File: src/rtl/rpspmc_acdc_pkg.sv
// Shared definitions for the AC/DC combiner: FSM state encoding, the bit
// layout of the packed {dc, ac} stream word, and the Q15 clamp limits.
package rpspmc_acdc_pkg;

    localparam int ACDC_HALF_W = 16;

    // Packed input word layout: {dc[31:16], ac[15:0]}
    localparam int DC_MSB = 31;
    localparam int DC_LSB = 16;
    localparam int AC_MSB = 15;
    localparam int AC_LSB = 0;

    localparam logic [ACDC_HALF_W-1:0] Q15_MAX = 16'h7FFF;
    localparam logic [ACDC_HALF_W-1:0] Q15_MIN = 16'h8000;

    // Legacy-compatible fixed encoding; state_dbg exposes it directly.
    typedef logic [1:0] acdc_state_t;
    localparam acdc_state_t ST_IDLE  = 2'd0;
    localparam acdc_state_t ST_PRIME = 2'd1;
    localparam acdc_state_t ST_RUN   = 2'd2;
    localparam acdc_state_t ST_DRAIN = 2'd3;

    function automatic logic [ACDC_HALF_W-1:0] acdc_dc(input logic [DC_MSB:0] word);
        return word[DC_MSB:DC_LSB];
    endfunction

    function automatic logic [ACDC_HALF_W-1:0] acdc_ac(input logic [DC_MSB:0] word);
        return word[AC_MSB:AC_LSB];
    endfunction

    function automatic logic [DC_MSB:0] acdc_pack(input logic [ACDC_HALF_W-1:0] dc,
                                                  input logic [ACDC_HALF_W-1:0] ac);
        logic [DC_MSB:0] word;
        word = '0;
        word[DC_MSB:DC_LSB] = dc;
        word[AC_MSB:AC_LSB] = ac;
        return word;
    endfunction

    // Clamp a 17-bit two's-complement sum into the Q15 range.
    function automatic logic [ACDC_HALF_W-1:0] q15_clamp(input logic [ACDC_HALF_W:0] sum);
        if (sum[ACDC_HALF_W] == sum[ACDC_HALF_W-1]) begin
            return sum[ACDC_HALF_W-1:0];
        end else if (sum[ACDC_HALF_W]) begin
            return Q15_MIN;
        end else begin
            return Q15_MAX;
        end
    endfunction

endpackage

File: src/rtl/axis_skid_buffer.sv
// Two-entry AXI-Stream register slice: an output register plus one skid slot.
// s_tready_o comes straight from the skid-slot flag, so upstream ready never
// depends combinationally on m_tready_i.
module axis_skid_buffer #(
    parameter int WIDTH = 16
) (
    input  logic             aclk,
    input  logic             aresetn,
    input  logic [WIDTH-1:0] s_tdata_i,
    input  logic             s_tvalid_i,
    output logic             s_tready_o,
    output logic [WIDTH-1:0] m_tdata_o,
    output logic             m_tvalid_o,
    input  logic             m_tready_i
);

    logic             out_valid_q, out_valid_d;
    logic [WIDTH-1:0] out_data_q, out_data_d;
    logic             skid_valid_q, skid_valid_d;
    logic [WIDTH-1:0] skid_data_q, skid_data_d;
    logic             s_fire;
    logic             out_free;

    assign s_tready_o = !skid_valid_q;
    assign s_fire     = s_tvalid_i && !skid_valid_q;
    assign out_free   = !out_valid_q || m_tready_i;

    // Next-state: refill the output register from the skid slot first (older
    // beat), else from the input; park the input in the skid slot on a stall.
    always_comb begin
        // NOTE: every always_comb output gets a default first so no path can infer a latch.
        out_valid_d  = out_valid_q;
        out_data_d   = out_data_q;
        skid_valid_d = skid_valid_q;
        skid_data_d  = skid_data_q;
        if (out_free) begin
            if (skid_valid_q) begin
                out_valid_d  = 1'b1;
                out_data_d   = skid_data_q;
                skid_valid_d = 1'b0;
            end else if (s_fire) begin
                out_valid_d = 1'b1;
                out_data_d  = s_tdata_i;
            end else begin
                out_valid_d = 1'b0;
            end
        end else if (s_fire) begin
            skid_valid_d = 1'b1;
            skid_data_d  = s_tdata_i;
        end
    end

    // State registers for both slots.
    always_ff @(posedge aclk or negedge aresetn) begin
        if (!aresetn) begin
            out_valid_q  <= 1'b0;
            skid_valid_q <= 1'b0;
            // NOTE: data registers are reset as well so tdata reads 0 straight out of reset.
            out_data_q   <= '0;
            skid_data_q  <= '0;
        end else begin
            // NOTE: non-blocking assignments so every register samples pre-edge values.
            out_valid_q  <= out_valid_d;
            out_data_q   <= out_data_d;
            skid_valid_q <= skid_valid_d;
            skid_data_q  <= skid_data_d;
        end
    end

    assign m_tvalid_o = out_valid_q;
    assign m_tdata_o  = out_data_q;

endmodule

File: src/rtl/axis_acdc_combiner.sv
// AC/DC combiner: adds the signed DC and AC halves of each packed input beat
// (or a manual DC value) and streams the Q15 result out. After enable the
// first PRIME_SAMPLES beats are discarded while the upstream DC filter settles.
// Build option: define AXIS_ACDC_COMBINER_SAT_EN to clamp overflowing sums to
// Q15 limits and count them in sat_count; otherwise sums wrap and sat_count=0.
module axis_acdc_combiner
    import rpspmc_acdc_pkg::*;
#(
    parameter int DATA_WIDTH    = ACDC_HALF_W,
    parameter int PRIME_SAMPLES = 4
) (
    input  logic                  aclk,
    input  logic                  aresetn,
    input  logic [DC_MSB:0]       S_AXIS_ACDC_tdata,
    input  logic                  S_AXIS_ACDC_tvalid,
    output logic                  S_AXIS_ACDC_tready,
    input  logic                  enable,
    input  logic                  dc_manual_sel,
    input  logic [DATA_WIDTH-1:0] dc_manual,
    output logic [DATA_WIDTH-1:0] M_AXIS_SIGNAL_tdata,
    output logic                  M_AXIS_SIGNAL_tvalid,
    input  logic                  M_AXIS_SIGNAL_tready,
    output logic [15:0]           sat_count,
    output logic [1:0]            state_dbg
);

    localparam int CNT_W = (PRIME_SAMPLES < 2) ? 1 : $clog2(PRIME_SAMPLES + 1);
    localparam logic [CNT_W-1:0] PRIME_LOAD = CNT_W'(PRIME_SAMPLES);
    localparam logic [CNT_W-1:0] CNT_ONE    = CNT_W'(1);

    acdc_state_t           state_q, state_d;
    logic [CNT_W-1:0]      prime_cnt_q, prime_cnt_d;
    logic                  s1_valid_q, s1_valid_d;
    logic [DATA_WIDTH:0]   s1_sum_q, s1_sum_d;
    logic [DATA_WIDTH-1:0] dc_sel;
    logic [DATA_WIDTH-1:0] ac_half;
    logic [DATA_WIDTH-1:0] out_word;
    logic                  sb_s_tready;
    logic                  in_ready;
    logic                  in_fire;
    logic                  s1_load;
    logic                  s1_fwd;
    logic                  run_start;

    // Input ready uses only registered state: FSM state and the skid-slot flag.
    // While the skid slot is free, stage 1 always drains, so it can take a beat.
    assign in_ready  = (state_q == ST_PRIME) || ((state_q == ST_RUN) && sb_s_tready);
    assign in_fire   = S_AXIS_ACDC_tvalid && in_ready;
    assign s1_load   = in_fire && (state_q == ST_RUN);
    assign s1_fwd    = s1_valid_q && sb_s_tready;
    assign run_start = (state_q == ST_IDLE) && enable;

    assign dc_sel  = dc_manual_sel ? dc_manual : acdc_dc(S_AXIS_ACDC_tdata);
    assign ac_half = acdc_ac(S_AXIS_ACDC_tdata);

    // FSM next-state and prime counter.
    always_comb begin
        state_d     = state_q;
        prime_cnt_d = prime_cnt_q;
        case (state_q)
            ST_IDLE: begin
                if (enable) begin
                    prime_cnt_d = PRIME_LOAD;
                    state_d     = (PRIME_SAMPLES == 0) ? ST_RUN : ST_PRIME;
                end
            end
            ST_PRIME: begin
                if (!enable) begin
                    // Abandoning the settling window; nothing is in flight yet.
                    state_d     = ST_IDLE;
                    prime_cnt_d = '0;
                end else if (in_fire) begin
                    prime_cnt_d = prime_cnt_q - CNT_ONE;
                    if (prime_cnt_q == CNT_ONE) begin
                        state_d = ST_RUN;
                    end
                end
            end
            ST_RUN: begin
                if (!enable) begin
                    state_d = ST_DRAIN;
                end
            end
            ST_DRAIN: begin
                // Leave only once stage 1, the output register and the skid slot are empty.
                if (!s1_valid_q && !M_AXIS_SIGNAL_tvalid && sb_s_tready) begin
                    state_d = ST_IDLE;
                end
            end
            default: state_d = ST_IDLE;
        endcase
    end

    // FSM state registers.
    always_ff @(posedge aclk or negedge aresetn) begin
        if (!aresetn) begin
            state_q     <= ST_IDLE;
            prime_cnt_q <= '0;
        end else begin
            state_q     <= state_d;
            prime_cnt_q <= prime_cnt_d;
        end
    end

    // Stage 1 next-state: hold on a stall, empty on forward, load on a RUN beat.
    always_comb begin
        s1_valid_d = s1_valid_q;
        s1_sum_d   = s1_sum_q;
        if (s1_fwd) begin
            s1_valid_d = 1'b0;
        end
        if (s1_load) begin
            s1_valid_d = 1'b1;
            s1_sum_d   = {dc_sel[DATA_WIDTH-1], dc_sel} + {ac_half[DATA_WIDTH-1], ac_half};
        end
    end

    // Stage 1 registers: full-precision 17-bit sum.
    always_ff @(posedge aclk or negedge aresetn) begin
        if (!aresetn) begin
            s1_valid_q <= 1'b0;
            s1_sum_q   <= '0;
        end else begin
            s1_valid_q <= s1_valid_d;
            s1_sum_q   <= s1_sum_d;
        end
    end

`ifdef AXIS_ACDC_COMBINER_SAT_EN
    logic        sat_hit;
    logic [15:0] sat_count_q, sat_count_d;

    assign sat_hit  = s1_sum_q[DATA_WIDTH] != s1_sum_q[DATA_WIDTH-1];
    assign out_word = q15_clamp(s1_sum_q);

    // Saturation counter: cleared on enable rise, counts clamped samples, sticks at max.
    always_comb begin
        sat_count_d = sat_count_q;
        if (run_start) begin
            sat_count_d = '0;
        end else if (s1_fwd && sat_hit && (sat_count_q != 16'hFFFF)) begin
            sat_count_d = sat_count_q + 16'd1;
        end
    end

    // Saturation counter register.
    always_ff @(posedge aclk or negedge aresetn) begin
        if (!aresetn) begin
            sat_count_q <= '0;
        end else begin
            sat_count_q <= sat_count_d;
        end
    end

    assign sat_count = sat_count_q;
`else
    logic unused_sum_msb;

    assign unused_sum_msb = s1_sum_q[DATA_WIDTH] ^ run_start;
    assign out_word       = s1_sum_q[DATA_WIDTH-1:0];
    assign sat_count      = '0;
`endif

    axis_skid_buffer #(
        .WIDTH (DATA_WIDTH)
    ) u_out_slice (
        .aclk       (aclk),
        .aresetn    (aresetn),
        .s_tdata_i  (out_word),
        .s_tvalid_i (s1_valid_q),
        .s_tready_o (sb_s_tready),
        .m_tdata_o  (M_AXIS_SIGNAL_tdata),
        .m_tvalid_o (M_AXIS_SIGNAL_tvalid),
        .m_tready_i (M_AXIS_SIGNAL_tready)
    );

    assign S_AXIS_ACDC_tready = in_ready;
    assign state_dbg          = state_q;

endmodule

File: config.mk
export PLATFORM = sky130hd
export DESIGN_NAME = axis_acdc_combiner
export DESIGN_NICKNAME = d
export VERILOG_FILES = /design/src/rtl/rpspmc_acdc_pkg.sv /design/src/rtl/axis_skid_buffer.sv /design/src/rtl/axis_acdc_combiner.sv
export SDC_FILE = /design/constraint.sdc
export NUM_CORES = 1
export LEC_CHECK = 0
export BUFFER_PORTS_ARGS = -buffer_cell sky130_fd_sc_hd__buf_2
export CAP_MARGIN = 20
export CORE_MARGIN = 3
export CORE_UTILIZATION = 37
export CTS_CLUSTER_SIZE = 16
export DETAILED_ROUTE_END_ITERATION = 8
export GPL_TIMING_DRIVEN = 0
export HOLD_SLACK_MARGIN = 0.05
export SYNTH_ARGS = -nofsm -noshare
export SYNTH_HDL_FRONTEND = slang
export SYNTH_SLANG_ARGS = --single-unit
File: constraint.sdc
create_clock -name aclk -period 3 [get_ports aclk]
set_clock_uncertainty 0.05 [all_clocks]
set_input_delay 0.6 -clock aclk [delete_from_list [all_inputs] [get_ports aclk]]
set_output_delay 0.6 -clock aclk [all_outputs]
set_load 0.02 [all_outputs]
After elaboration in Yosys (flattened, before gate mapping). Index checks and enable logic that the tools add are counted.

Output and inout bits: 36. Flip-flop bits (word level): 56. Word-level logic and storage cells: 60. Input bits: 54.

Reductions and logical operators: 20. Muxes and demuxes: 20. Bitwise operators: 1. Add/sub/neg operators: 2. Equality and inequality tests: 9.

Operator list (count): 16-bit 2-to-1 mux (3); 16-bit adder (1); 2-bit 2-to-1 mux (6); 3-bit 2-to-1 mux (3); 2-bit case mux with 4 select lines (1); 2-bit nonzero test (4); 1-bit logical AND (6); 1-bit 2-to-1 mux (6); 2-bit != test (second input constant) (3); 3-bit case mux with 2 select lines (1); 5-bit AND reduction (1); 2-bit equality test (second input constant) (2); 2-bit AND reduction (2); 3-bit by 1-bit equality test with 1-bit output (second input constant) (1); 1-bit logical NOT (3); 3-bit by 2-bit != test with 1-bit output (second input constant) (1); 3-bit != test (second input constant) (1); 3-bit AND reduction (1); 3-bit by 1-bit subtractor with 3-bit output (second input constant) (1); 2-bit by 1-bit equality test with 1-bit output (second input constant) (1); 2-bit logical NOT (1); 1-bit logical OR (2); 1-bit inverter (1).

Logic depth before layout (Yosys ltp). Gate-level depths: netlist of run 1.

Depth in word-level cells: 7. Gate-level depth with buffers: 11. Gate-level depth less buffers: 10.

Hierarchy. A second synthesis of run 1 with hierarchy kept.

Cell total of the unflattened synthesis: 321. Area total of the unflattened synthesis: 3474.6 sq um.

By module, submodules not included: axis_acdc_combiner (cells an instance 227, area an instance 1981.9 sq um, times used 1, sequential area each 550.5 sq um); axis_skid_buffer (cells an instance 94, area an instance 1492.7 sq um, times used 1, sequential area each 850.8 sq um).

Worst setup path after synthesis of run 1. Ideal clock, no wire load.

Path kind: input to register. From: input port dc_manual_sel. To: register s1_sum_q[9]. Path buffers: 2. Stages on the path: 11. Arrival: 2895 ps. Path slack: -66 ps. Setup time: 121 ps. Data required time: 2829 ps. Path through: clkbuf_1 > buf_1 > mux2i_1 > inv_1 > ha_1 > a211oi_2 > o21ai_2 > a221o_1 > a21oi_1 > xor2_1 > o21ai_1.

Longest elaborated chain between the ends: 2.

Ends and longest elaborated chain: start: declaration (RTL line axis_acdc_combiner.sv:18) `input logic dc_manual_sel,`; 16-bit 2-to-1 mux (RTL line axis_acdc_combiner.sv:53) `assign dc_sel = dc_manual_sel ? dc_manual : acdc_dc(S_AXIS_ACDC_tdata);`; 16-bit adder (RTL line axis_acdc_combiner.sv:114) `s1_sum_d = {dc_sel[DATA_WIDTH-1], dc_sel} + {ac_half[DATA_WIDTH-1], ac_half};`; end signal: assignment (RTL line axis_acdc_combiner.sv:125) `s1_sum_q <= s1_sum_d;`; end: declaration (RTL line axis_acdc_combiner.sv:34) `logic [DATA_WIDTH:0] s1_sum_q, s1_sum_d;`.

No other way between the ends. A chain may end at the register's enable or synchronous reset.

Final worst setup path of run 1.
From: input port dc_manual_sel. To: register s1_sum_q[13].

The elaborated chain is that of the path after synthesis.

==> results.md, run 1 <==
* Netlist cell types at 54
* GR Overflow Total at 0
* Initial Util at 38.9%
* Vias after detailed routing at 2,654
* CP required at 3.14 ns
* Hold Buf Count CTS at 0
* Die Y at 103 um
* GRT Total Usage at 13.8%
* Ant diodes at 0
* Max Fclk at 0.356 GHz
* Drt total wl at 7.12 mm
* Residual DRC count at 0
* Clock latency on the worst-skew pair at 0.30 ns
* Setup CP Type: primary input to flop
* CTS root buf: clkbuf_8
* Setup violators final at 0
* EDFF count, synth at 0
* CTS Buf Count at 5
* Endpoint class of the critical path: flop
* Slew Limit Headroom at 59.2%
* Vias per cell at 4.83
* Final setup TNS at 0 ns
* MaxCap Viol Count at 0
* Async S/R FF share, synth at 100%
* Reg2reg setup slack at 1.17 ns
* Fin crit share at 93.6%
* Largest net degree at the start of global routing at 31
* Synth warn at 0
* Gpl congestion at 0.818
* Crit Path Max Fanout at 10
* CP Data Arrival Time at 2.95 ns
* Clk pin slew, worst setup/hold paths at 0.09 ns
* IO buf count at 72
* CTS H-tree depth at 2
* Post-Syn Instances at 346
* Antenna violations before repair at 0
* Leakage at 0.00200 uW
* Status: finished clean
* Register area share after synthesis at 40.3%
* Number of global-route vias before repair at 2,524
* Mapped Avg Cell Area at 10.0 sq um
* # clock sinks at 56
* Cell Area, Placed at 4050 sq um
* Post-DP HPWL at 5.70 mm
* CTS tree: yes
* Final Hold Fails at 0
* Power Density at 671 nW/um^2
* Clock Tree Buf Depth at 2
* Top_reg_cell synth: dfrtp_1
* Core ar. at 8930 sq um
* # IOs at 90
* Synth Cell Area at 3480 sq um
* Finished Core Util at 46.4%
* Top area cells in the synthesized netlist: dfrtp_1 (40%), mux2_2 (9.7%), ha_1 (6.1%)
* Max-slew violations at 0
* Final net count at 513
* Fin crit period at 2.81 ns
* Full die area at 10,600 sq um
* Min-Delay Path Class: primary input to async pin
* Total power at 2780 uW
* Row count at 34
* Share of layout cells above drive strength 1 at 32.8%
* Antenna-violating nets left at 0
* Global-route wire length before repair at 11.8 mm
* Register bit total from synthesis at 56
* Top cell type's share of synthesized area at 40.3%
* Max VDD drop at 0.211 mV
* Worst slew pin tran at 0.612 ns
* P&R area growth vs syn at 19.3%
* Critical path startpoint category: primary input
* Iter 0 DRT Violations at 142
* Yosys top cell by area: dfrtp_1
* WL/cell at 12.9 um
* RSZ-0062 raised after global routing: false
* # Post-CTS Setup Buffers at 0
* Design area at 4150 sq um
* Die width at 103 um
* WHS at 0.251 ns
* Iteration count of the initial detailed-routing pass at 4
==> critical path, stage by stage <==
cell and delay [ns]:
clkbuf_2 0.23, clkbuf_4 0.30, mux2_2 0.35, ha_1 0.37, and2_1 0.22, a221oi_1 0.29
o21ai_1 0.12, a31o_1 0.22, xnor2_1 0.17, o21ai_1 0.07
==> routing by layer <==
| layer | part of all wire [%] | vias up | wire length, um | GRT usage [%] |
|---|---|---|---|---|
| li1 | - | 1376 | - | - |
| met1 | 49 | 1205 | 3500 | 19.3 |
| met2 | 45 | 71 | 3230 | 22.2 |
| met3 | 4.7 | 2 | 337 | 2.17 |
| met4 | 0.67 | 0 | 48 | 3.98 |
| met5 | 0 | - | 0 | 0 |
==> cell usage after synthesis (3+ instances only) <==
cell,count
a21oi_1,34
inv_1,8
mux2i_1,21
o21ai_1,13
buf_1,4
nand2_1,29
xnor2_1,5
nand2b_1,5
mux2_2,30
xor2_1,7
a21o_1,4
o21bai_1,3
a31oi_1,3
ha_1,17
o21ai_0,8
clkbuf_1,3
o21a_1,3
nor3_1,4
nor2_1,28
dfrtp_1,56
buf_4,19
==> state kept, by name (all words and copies together), names as in the netlist, named ones only <==
signal and count:
u_out_slice.skid_data_q 16, u_out_slice.m_tvalid_o 1, s1_sum_q 16, prime_cnt_q 3, u_out_slice.m_tdata_o 16, s1_valid_q 1, state_dbg 1, u_out_slice.skid_valid_q 1
==> repair_timing <==
item / 4_1_cts / 5_1_grt
setup endpoints to repair: 7 / 5
hold endpoints to repair: 0 / 0
gates resized for setup: 1 / 2
==> where the power goes <==
part	internal, uW	switching (uW)	total (uW)
Clock	189	221	410
Sequential	1030	177	1200
Combinational	491	676	1170
==> layout by cell type, fill, tap and decap left out, drive strengths merged, types with 16 or more instances in the layout <==
cell type / netlist / final
dfrtp: 56 / 56
mux2: 31 / 31
buf: 28 / 100
conb: 1 / 16
nor2: 28 / 28
mux2i: 21 / 21
a21oi: 34 / 34
ha: 17 / 17
o21ai: 23 / 23
nand2: 29 / 29
==> cell type report <==
class / instances / area [sq um]
timing repair buffer: 73 / 380
tap: 108 / 135
fill: 871 / 4790
buffer: 31 / 225
clock buffer: 8 / 90.1
inverter: 8 / 30.0
multi-input combinational: 266 / 1890
sequential: 56 / 1400
==> cells by family after synthesis <==
| group | Yosys count | share of synthesized area (%) |
|---|---|---|
| and+or+nand+nor | 81 | 10.8 |
| xor gates and xnor gates | 12 | 3.02 |
| other | 1 | 0.108 |
| AOI/OAI and AO/OA | 87 | 15.8 |
| buffers and inverters | 39 | 7.20 |
| adders and majority gates | 18 | 6.69 |
| DFF | 56 | 40.3 |
| muxes | 52 | 16.1 |
==> metrics by stage <==
| stage | setup slack [ns] | std cells |
|---|---|---|
| floorplan | 0.0749 | 361 |
| global placement | -0.420 | 541 |
| detailed placement | -0.491 | 542 |
| CTS | 0.0645 | 550 |
| global route | 0.0186 | 550 |
| finish | 0.191 | 550 |
==> path summary, 6_finish.rpt <==
kind                       cells after the start                    endpoint                  startpoint
min                                            1    u_out_slice.m_tdata_o[3]                     aresetn
max reg2reg                                    4  u_out_slice.skid_data_q[5]      u_out_slice.m_tvalid_o
max in group asynchronous                      2                   async pin                     aresetn
max                                           10                s1_sum_q[13]               dc_manual_sel
min reg2reg                                    1  u_out_slice.skid_data_q[3]  u_out_slice.skid_data_q[3]
min in group aclk                              1  u_out_slice.skid_data_q[3]  u_out_slice.skid_data_q[3]
No activity file was read; power rests on OpenSTA's default activity.
==> run 2: changes to the inputs <==
CELL_PAD_IN_SITES_DETAIL_PLACEMENT = 1   (was default)
CELL_PAD_IN_SITES_GLOBAL_PLACEMENT = 2   (was default)
CORE_UTILIZATION = 35   (was 37)
PLACE_DENSITY_LB_ADDON = 0.1   (was default)
==> run 2 against run 1 <==
Wire length up 12%. Combinational power about the same. Die area up 5.4%. Clock power up 27%. Cell count up 3.8%. Largest cell class unchanged. Highest routed layer unchanged.
==> results.md, run 2 (synthesis gave the netlist of run 1 again) <==
* Critical path destination: s1_sum_q[9]
* Power Density at 691 nW/um^2 (+3.0%)
* Post-DP HPWL at 6.58 mm (+15%)
* CP max stage cell: mux2i_2
* Gpl congestion at 0.779 (-4.7%)
* Core ar. at 9460 sq um (+5.9%)
* IO buf count at 72 (unchanged)
* Grt met2 use at 24.8% (+2.5 points)
* CTS H-tree depth at 2 (unchanged)
* Full die area at 11,200 sq um (+5.4%)
* R2r worst-path depth at 4 (unchanged)
* Setup violators final at 0 (unchanged)
* Fillers at 1,145 (+31%)
* Residual DRC count at 0 (unchanged)
* Slew Limit Headroom at 54.9% (-4.3 points)
* Setup CP Type: primary input to flop
* GR Util met3 at 2.27% (+0.10 points)
* Worst setup path startpoint: dc_manual_sel
* CTS root buf: clkbuf_8
* GR Overflow Total at 0 (unchanged)
* Global-route wire length before repair at 14.0 mm (+19%)
* Hold Buf Count CTS at 0 (unchanged)
* GR peak layer: met2
* Most frequent cells in the layout: buf_2 (74), dfrtp_1 (56), a21oi_1 (34)
* Worst slack, placed at -0.589 ns (-0.0980 ns)
* Vias per cell at 4.82 (-0.19%)
* Antenna-violating nets left at 0 (unchanged)
* Antenna violations before repair at 0 (unchanged)
* Fin crit period at 2.75 ns (-0.0544 ns)
* Number of global-route vias before repair at 2,893 (+15%)
* Ant diodes at 0 (unchanged)
* Largest net degree at the start of global routing at 30 (-3.2%)
* RSZ-0062 raised after global routing: false
* P&R area growth vs syn at 21.1%
* CTS Buf Count at 5 (unchanged)
* Most common cell after layout, fill and taps aside: buf_2
* Iteration count of the initial detailed-routing pass at 4 (unchanged)
* Fin crit share at 91.8% (-1.8 points)
* Met1 Resource Use GR at 21.0% (+1.7 points)
* Die Y at 106 um (+2.7%)
* Final worst slack at 0.246 ns (+0.0544 ns)
* Area of the multi-input gates at 1890 sq um (unchanged)
* # IOs at 90 (unchanged)
* Crit Path Max Fanout at 10 (unchanged)
* Clock Tree Buf Depth at 2 (unchanged)
* Worst path cell trace: clkbuf_2 > buf_6 > mux2i_2 > inv_1 > ha_1 > a211oi_2 > o21ai_2 > a221o_1 > a21oi_1 > xor2_1 > o21ai_1
* Drt total wl at 7.98 mm (+12%)
* Iter 0 DRT Violations at 60 (-58%)
* Row count at 35 (+2.9%)
* Max-slew violations at 0 (unchanged)
* Critical path startpoint category: primary input
* Leakage at 0.00201 uW (+0.87%)
* Clock latency on the worst-skew pair at 0.31 ns (about the same)
* Endpoint class of the critical path: flop
* Max Fclk at 0.363 GHz (+2.0%)
* Clk pin slew, worst setup/hold paths at 0.10 ns (about the same)
* Min-Delay Path Class: primary input to async pin
* Reg2reg end: u_out_slice.skid_data_q[1]
* Final Hold Fails at 0 (unchanged)
* # clock sinks at 56 (unchanged)
* FF-to-FF Start: u_out_slice.m_tvalid_o
* WL/cell at 14.0 um (+8.0%)
* GRT Total Usage at 15.1% (+1.2 points)
* Max VDD drop at 0.249 mV (+18%)
* Finished Core Util at 44.5% (-1.9 points)
* CP required at 3.15 ns (about the same)
* CP Data Arrival Time at 2.90 ns (-0.05 ns)
* Status: finished clean
* Reg area at 1400 sq um (unchanged)
* CTS tree: yes
* Share of layout cells above drive strength 1 at 33.3% (+0.45 points)
* Initial Util at 36.8% (-2.2 points)
* # Post-CTS Setup Buffers at 0 (unchanged)
* Worst slew pin tran at 0.676 ns (+0.0641 ns)
* Slowest stage delay, CP at 0.30 ns (-0.07 ns)
* Reg2reg setup slack at 1.15 ns (-0.02 ns)
* Final net count at 513 (unchanged)
* Die width at 106 um (+2.7%)
* Vias after detailed routing at 2,750 (+3.6%)
* MaxCap Viol Count at 0 (unchanged)
## run 2: stage by stage
stage,total power (uW),setup TNS [ns],hold slack [ns],instance area (sq um),cells
after floorplan,2020,0,0.254,3530,361
after global placement,2370,-3.75,0.419,4060,562
after detailed placement,2430,-4.21,0.432,4080,563
after CTS,2950,0,0.279,4200,571
after global routing,3170,0,0.314,4210,571
final,2910,0,0.267,4210,571
## run 2: worst min path at each step
stage	from	end	slack, ns
floorplan	aresetn	async pin	0.25
CTS	aresetn	u_out_slice.m_tdata_o[3]	0.28
finish	aresetn	u_out_slice.m_tdata_o[3]	0.27
detailed placement	prime_cnt_q[1]	prime_cnt_q[1]	0.43
global route	aresetn	u_out_slice.skid_data_q[9]	0.31
global placement	u_out_slice.skid_data_q[8]	u_out_slice.skid_data_q[8]	0.42
## run 2: metal layers
| layer | vias up | part of all wire [%] |
|---|---|---|
| li1 | 1376 | - |
| met1 | 1302 | 48 |
| met2 | 68 | 47 |
| met3 | 4 | 4.0 |
| met4 | 0 | 0.78 |
| met5 | - | 0 |
## run 2: cell type report
cell class / instances / area share (%)
inverters: 8 / 0.713
multi-input cells: 266 / 44.8
clock inverters: 2 / 0.922
clock buffers: 6 / 1.96
plain buffers: 31 / 5.44
flip-flops and latches: 56 / 33.3
repair buffers: 73 / 9.04
well taps: 129 / 3.83
## run 2: worst max-delay path, delay by kind of cell
kind | cells | cell delay, ns
AO/OA/AOI/OAI | 5 | 0.96
buffers and inverters | 3 | 0.53
adder cells (fa/ha/maj) | 1 | 0.30
XOR/XNOR | 1 | 0.21
multiplexers | 1 | 0.30
## run 2: repair_timing
action,CTS,global route
gates cloned,0,0
endpoints found under the setup margin,8,3
gates resized for setup,2,2
## run 2: where the power goes
group | internal [uW] | leakage, uW | switching (uW)
Combinational | 493 | 0.00125 | 695
Sequential | 1030 | 0.000706 | 175
Clock | 273 | 0.0000614 | 246
==> run 3: changes to the inputs <==
CORE_MARGIN = default   (was 3)
CORE_UTILIZATION = 36   (was 35)
SYNTH_HIERARCHICAL = 1   (was default)
==> run 3 against run 2 <==
Critical path depth decreased by 1. Wire length is 5.0% lower. Worst setup slack got worse by 0.044 ns. Fmax fell by 1.6%. Cell count down 4.2%. Clock power is 1% lower. Flip-flop and latch count unchanged. Die area down 10%. Critical endpoint is now s1_sum_q[14]. Largest power group unchanged.
==> results.md, run 3 <==
* Core ar. at 9280 sq um (-1.9%)
* FF-to-FF Start: u_out_slice/skid_valid_q
* Setup CP Type: primary input to flop
* Min-Delay Path Class: primary input to async pin
* Final setup TNS at 0 ns (unchanged)
* Mapped Avg Cell Area at 10.8 sq um (+7.7%)
* Clock latency on the worst-skew pair at 0.30 ns (about the same)
* Antenna-violating nets left at 0 (unchanged)
* Synth Cell Area at 3470 sq um (about the same)
* Synth top cells by count: mux2_2 (63), dfrtp_1 (56), nand2_1 (28), o21ai_0 (19), buf_4 (18)
* Iter 0 DRT Violations at 75 (+25%)
* Residual DRC count at 0 (unchanged)
* Endpoint class of the critical path: flop
* Synth warn at 6 (+6)
* Reg area at 1400 sq um (unchanged)
* Share of layout cells above drive strength 1 at 43.5% (+10 points)
* Drt total wl at 7.58 mm (-5.0%)
* Crit Path Max Fanout at 10 (unchanged)
* # clock sinks at 56 (unchanged)
* Most frequent cells in the layout: buf_2 (75), mux2_2 (63), dfrtp_1 (56)
* IO buf count at 72 (unchanged)
* Antenna violations before repair at 0 (unchanged)
* Cell with the most instances after synthesis: mux2_2
* Area of the multi-input gates at 1890 sq um (+0.40%)
* Top_reg_cell synth: dfrtp_1
* Gpl congestion at 0.713 (-8.4%)
* Yosys top cell by area: dfrtp_1
* P&R area growth vs syn at 21.2%
* Critical path's top delay family: compound AO/OA/AOI/OAI gates
* Register area share after synthesis at 40.3% (about the same)
* Max-slew violations at 0 (unchanged)
* Vias after detailed routing at 2,597 (-5.6%)
* Full die area at 10,000 sq um (-10%)
* Async S/R FF share, synth at 100% (unchanged)
* Slew Limit Headroom at 36.3% (-19 points)
* Max Fclk at 0.357 GHz (-1.6%)
* Fillers at 1,100 (-3.9%)
* GR Overflow Total at 0 (unchanged)
* Finished Core Util at 45.4% (+0.88 points)
* Number of global-route vias before repair at 2,628 (-9.2%)
* Post-DP HPWL at 6.10 mm (-7.3%)
* Ant diodes at 0 (unchanged)
* Die width at 100 um (-5.1%)
* Final Hold Fails at 0 (unchanged)
* Largest net degree at the start of global routing at 38 (+27%)
* EDFF count, synth at 0 (unchanged)
* Reg2reg end: s1_sum_q[15]
* Max VDD drop at 0.261 mV (+5.0%)
* Iteration count of the initial detailed-routing pass at 4 (unchanged)
* # IOs at 90 (unchanged)
* Global-route wire length before repair at 12.9 mm (-7.8%)
* CTS H-tree depth at 2 (unchanged)
* Register bit total from synthesis at 56 (unchanged)
* Row count at 35 (unchanged)
* WL/cell at 13.9 um (-0.83%)
* Vias per cell at 4.75 (-1.4%)
* Most common cell after layout, fill and taps aside: buf_2
* CP Data Arrival Time at 2.97 ns (+0.07 ns)
* Post-Syn Instances at 321 (-7.2%)
* Clock Tree Buf Depth at 2 (unchanged)
* Fin crit period at 2.80 ns (+0.0438 ns)
* CTS tree: yes
* MaxCap Viol Count at 0 (unchanged)
* Setup violators final at 0 (unchanged)
* Total power at 2760 uW (-5.2%)
* Reg2reg setup slack at 0.67 ns (-0.48 ns)
* GRT Total Usage at 16.1% (+1.0 points)
* CP max stage cell: ha_1
* Fin crit share at 93.3% (+1.5 points)
* Initial Util at 37.4% (+0.67 points)
* CTS Buf Count at 5 (unchanged)
* Top area cells in the synthesized netlist: dfrtp_1 (40%), mux2_2 (20%), ha_1 (6.1%)
* CP required at 3.17 ns (+0.02 ns)
* Status: finished clean
* Slowest stage delay, CP at 0.39 ns (+0.09 ns)
* Netlist cell types at 55 (+1.9%)
* Worst slew pin tran at 0.953 ns (+0.278 ns)
* Clk pin slew, worst setup/hold paths at 0.10 ns (about the same)
* Worst setup path startpoint: dc_manual_sel
* Critical path startpoint category: primary input
* Leakage at 0.00208 uW (+3.2%)
* Buf/Inv on CP at 2 (-1)
* Top cell type's share of synthesized area at 40.3% (about the same)
* RSZ-0062 raised after global routing: false
* Power Density at 654 nW/um^2 (-5.3%)
* R2r worst-path depth at 7 (+3)
* Die Y at 100 um (-5.1%)
* Final net count at 489 (-4.7%)
* CTS root buf: clkbuf_8
* Worst path cell trace: buf_2 > buf_6 > mux2_2 > ha_1 > and2_4 > o21ai_2 > nand4_2 > and4_4 > o31a_1 > o31ai_1
[run 3: cell types whose count changed after synthesis, sizes merged, moves of 4 or more]
| cell | delta |
|---|---|
| a21o | -4 |
| nor2 | -19 |
| buf | -4 |
| a21oi | -20 |
| mux2 | +32 |
| mux2i | -18 |
| nand3 | +6 |
[run 3: cell type report]
| type | count | share of cell area (%) |
|---|---|---|
| timing repair buffer | 74 | 9.21 |
| inverter | 11 | 0.980 |
| sequential | 56 | 33.3 |
| tap | 129 | 3.83 |
| multi-input combinational | 240 | 44.9 |
| buffer | 29 | 4.90 |
| clock inverter | 2 | 0.921 |
| clock buffer | 6 | 1.96 |
[run 3: cells by family (layout without fill, tap and decap cells)]
group                    after synthesis  count (layout)  synth area share (%)
AO/OA/AOI/OAI                         60              60                  11.1
flip-flops                            56              56                  40.3
other                                  1              16                 0.108
buffers and inverters                 40             122                  6.91
multiplexers                          66              66                  21.3
AND/OR/NAND/NOR                       68              68                  10.6
adder cells (fa/ha/maj)               18              18                  6.70
XOR/XNOR                              12              12                  3.02
[run 3: timing repair]
item                       in CTS  in global routing
hold buffers                    0                  0
pin swaps                       1                  1
setup endpoints to repair       4                  6
gates resized for setup         1                  3
setup buffers                   1                  0
hold endpoints to repair        0                  0
[run 3: worst max-delay path by stage]
stage / end / slack (ns) / depth (start not counted)
after global routing: s1_sum_q[15] / 0.002 / 12
after global placement: s1_sum_q[15] / -0.34 / 10
final: s1_sum_q[14] / 0.20 / 10
after floorplan: s1_sum_q[14] / 0.13 / 10
after detailed placement: s1_sum_q[15] / -0.41 / 11
after CTS: s1_sum_q[15] / 0.02 / 12
[run 3: routing by layer]
layer	track usage [%]	vias to the layer above	part of all wire, %
li1	-	1288	-
met1	22.3	1245	49
met2	27.2	60	48
met3	1.74	4	2.7
met4	3.57	0	0.80
met5	0	-	0
[run 3: worst register-to-register path: stages (launching register included)]
cell and delay [ns]:
dfrtp_1 0.41, buf_6 0.16, buf_4 0.19, inv_1 0.10, nand2_1 0.09, nor3b_1 0.80
a31oi_1 0.17, a211o_1 0.27
[run 3: per-stage QoR]
step           hold slack [ns]  cell area, sq um  worst slack [ns]  instances
2_1_floorplan            0.254              3530             0.129        336
3_3_place_gp             0.429              4050            -0.336        537
3_5_place_dp             0.431              4070            -0.411        538
4_1_cts                  0.194              4210            0.0206        547
5_1_grt                  0.210              4210           0.00224        547
6_report                 0.197              4210             0.202        547
[run 3: power by group]
group / total, uW / internal (uW) / switching [uW]
Combinational: 1100 / 509 / 589
Sequential: 1140 / 990 / 155
Clock: 513 / 273 / 239
